--- src/rtl/program_counter.sv ---
// Program counter register: holds the current instruction address and each
// rising edge either loads a jump target, increments by one, or holds.
module program_counter #(
    parameter int               WIDTH       = 16,
    parameter logic [WIDTH-1:0] RESET_VALUE = '0
) (
    input  logic             clk,
    input  logic             reset,
    input  logic             inc,
    input  logic             jump,
    input  logic [WIDTH-1:0] data,
    output logic [WIDTH-1:0] out
);

    // Jump outranks increment; the increment wraps modulo 2^WIDTH with no carry out.
    always_ff @(posedge clk or negedge reset) begin
        // NOTE: sequential state uses non-blocking assignments so every register
        // samples pre-edge values, independent of the order of the processes.
        if (!reset) begin
            out <= RESET_VALUE;
        end else if (jump) begin
            out <= data;
        end else if (inc) begin
            out <= out + WIDTH'(1);
        end
    end

endmodule

--- config.mk ---
export PLATFORM = sky130hd
export DESIGN_NAME = program_counter
export DESIGN_NICKNAME = d
export VERILOG_FILES = /design/src/rtl/program_counter.sv
export SDC_FILE = /design/constraint.sdc
export NUM_CORES = 1
export LEC_CHECK = 0
export BUFFER_PORTS_ARGS = -buffer_cell sky130_fd_sc_hd__buf_2
export CELL_PAD_IN_SITES_DETAIL_PLACEMENT = 1
export CELL_PAD_IN_SITES_GLOBAL_PLACEMENT = 2
export CORE_ASPECT_RATIO = 0.5
export CORE_MARGIN = 4
export CORE_UTILIZATION = 27
export DETAILED_ROUTE_END_ITERATION = 16
export GPL_ROUTABILITY_DRIVEN = 0
export PLACE_DENSITY = 0.88
export SYNTH_ARGS = -nofsm -noshare
export SYNTH_HDL_FRONTEND = slang
export SYNTH_SLANG_ARGS = --single-unit
--- constraint.sdc ---
create_clock -name clk -period 1.9 [get_ports clk]
set_input_delay 0 -clock clk [delete_from_list [all_inputs] [get_ports clk]]
set_output_delay 0 -clock clk [all_outputs]
set_load 0.01 [all_outputs]
==> impl_metrics.yaml <==
layout:
  fillers: 378
  syn2layout_area_growth_pct: 44.2
  top_register: "out"
  largest_reg_flops: 16
  nets: 170
  final_layout_size_suffix_gt1_share_pct: 32.4
  top_regs: "out (16)"
  n_antenna_cell: 0
pwr:
  p_sw_uw: 282
  power_frac_clock_pct: 33.2
  power_density_nw_per_um2: 691
  leakagePower_uw: 0.000601
  switching_share_pct: 30.0
  p_int_uw: 658
  ir_drop_v: 0.000202
  seq_power_share_pct: 45.6
  comb_power_share_pct: 21.2
cts:
  cts_buffer_depth: 2
  cts_max_level: 1
  root_buffer: "clkbuf_8"
  clk_latency_ps: 260
  cts_inserted_buffers: 3
  cts.clk_slew.worst_paths_ps: 70
  clock-sinks: 16
  post_cts_resized: 0
  tritoncts: "done"
grt:
  antenna_found_initial: 0
  grt_pass1_vias: 904
  grt_max_degree: 34
  grt_pass1_wl_um: 4480
  overflow: 0
  grt_util_all_layers_pct: 12.5
placement:
  io_buffer_count: 35
  dp_hpwl_um: 1790
routing:
  drt_iter0_drc: 47
  drc: 0
  drt_wl_total_um: 2730
  ant_nets: 0
  avgRoutedWirePerCell_um: 13.9
  drt-vias-per-instance: 4.62
  vias: 905
  first_pass_iters: 3
timing:
  clock_skew_ps: 6.26
  max-slew-margin-rel_pct: 66.5
  tns_ps: 0
  hold_slack_ps: 43.3
  setup_viol: 0
  slew_violations: 0
  period_share_pct: 83.0
  rsz0062_at_grt: "no"
  fmax_mhz: 634
  min_period_ps: 1580
  hold_viol: 0
  worst_pin_slew_ps: 502
status:
  status: "complete, no violations"
logic_synthesis:
  synth-seq-cells: 16
  synth_warnings: 0
  ys_seq_area_share_pct: 42.4
  avgSynthCellArea_um2: 9.53
  synth_cells: 99
  synth_most_common_cell: "nand2_1"
  netlist.top_cell.by_area: "dfrtp_1"
  synthTopCellsByArea: "dfrtp_1 (42%), nand2_1 (7.2%), xnor2_1 (6.5%), o21ai_0 (6.4%), xor2_1 (4.6%)"
  synth_nets: 120
  async_flop_share_pct: 100
  netlist_top_cells_count: "nand2_1 (18), dfrtp_1 (16), o21ai_0 (12), xnor2_1 (7), xor2_1 (5)"
  synth_area_um2: 943
  synth_top_area_share_pct: 42.4
  synth_flop_cell: "dfrtp_1"
  ys_types: 28
  synth_edf_count: 0
critical_path:
  worst_path_max_delay_cell: "dfrtp_1"
  cp_num_buf_inv: 0
  max_stage_delay_ps: 440
  crit_family: "simple AND/OR/NAND/NOR gates"
  end_kind: "flop"
  cp.depth: 4
  critical_path_class: "flop to flop"
  reg2reg_from: "out[0]$_DFFE_PN0P_"
  cp.required_ps: 2050
  start_kind: "flop"
  r2r_end: "out[14]$_DFFE_PN0P_"
  path_max_fanout: 7
  cp.arrival_ps: 1720
  rr_worst_depth: 4
  path_cells: "ha_1 > and4_1 > and4_2 > o31a_1"
  rrSetupSlack_ps: 320
floorplanning:
  num_rows: 14
  dieArea_um2: 4560
  io_pins: 36
  die_width_um: 91.6
  start_util_pct: 29.8
  fp.dieH_um: 49.8
  coreArea_um2: 3170
hold_path:
  holdCritStartpoint: "data[15]"
  hp-class: "input port to flop"
  holdPathStages: 3
  hold_path_end: "out[15]$_DFFE_PN0P_"
run:
  drv_cap: 0
[per-stage QoR]
stage	power (uW)	instance area (um2)	util [%]	std cells	setup slack, ps
after floorplan	522	943	-	99	345
after global routing	996	1360	42.9	196	217
final	939	1360	42.9	196	324
after global placement	601	1150	36.4	177	397
after CTS	951	1360	42.9	196	351
after detailed placement	606	1150	36.4	177	357
[placed cells by master (no fill, tap or decap), drive strengths merged, types with 3 or more instances in the layout]
cell	instances
xor2	5
nand3	4
nand2	18
nand4	5
buf	35
xnor2	7
nor2	3
inv	4
clkbuf	4
dfrtp	16
and4	4
dlygate4sd3	15
o21ai	13
[cell families (layout without fill, tap and decap cells)]
kind of cell	after synthesis	count (layout)	synth area share [%]
and+or+nand+nor	42	42	28.8
AOI/OAI and AO/OA	18	18	11.1
DFF	16	16	42.4
xor gates and xnor gates	12	12	11.1
buffers and inverters	9	58	4.11
adders and majority gates	1	1	1.33
muxes	1	1	1.06
[worst reg2reg max path, stage by stage (launching register included)]
cell     delay [ps]
dfrtp_1         440
ha_1            250
and4_1          290
and4_2          260
o31a_1          230
[power by group through the flow]
stage	combinational, uW	clock, uW	sequential (uW)
floorplan	83.3	0	438
global route	223	338	435
CTS	199	324	427
detailed placement	174	0	432
global placement	170	0	431
finish	199	312	428
[layout make-up]
type                       instances  area, um2  area share, %
multi-input combinational         74        504           37.1
sequential                        16        400           29.4
timing repair buffer              50        325           23.9
tap                               48       60.1           4.42
clock buffer                       4       55.1           4.05
inverter                           4       15.0           1.10
[per-layer routing]
metal / vias up / global-route usage [%] / share of wire, %
met4: 0 / 3.75 / 0.88
met5: - / 0 / 0
li1: 445 / - / -
met1: 441 / 15.2 / 43
met2: 14 / 22.6 / 54
met3: 5 / 2.28 / 2.6
[how the worst max path moves through the flow]
stage	start	end
after floorplan	out[0]$_DFFE_PN0P_	out[14]$_DFFE_PN0P_
after global placement	out[0]$_DFFE_PN0P_	out[14]$_DFFE_PN0P_
after detailed placement	out[0]$_DFFE_PN0P_	out[14]$_DFFE_PN0P_
after CTS	out[0]$_DFFE_PN0P_	out[14]$_DFFE_PN0P_
after global routing	out[0]$_DFFE_PN0P_	out[10]$_DFFE_PN0P_
final	out[0]$_DFFE_PN0P_	out[14]$_DFFE_PN0P_
[timing repair]
item	4_1_cts	5_1_grt
endpoints found under the hold margin	30	0
hold buffers	15	0
buffers inserted	0	0
Note: power is estimated with default switching activity, not from simulation.
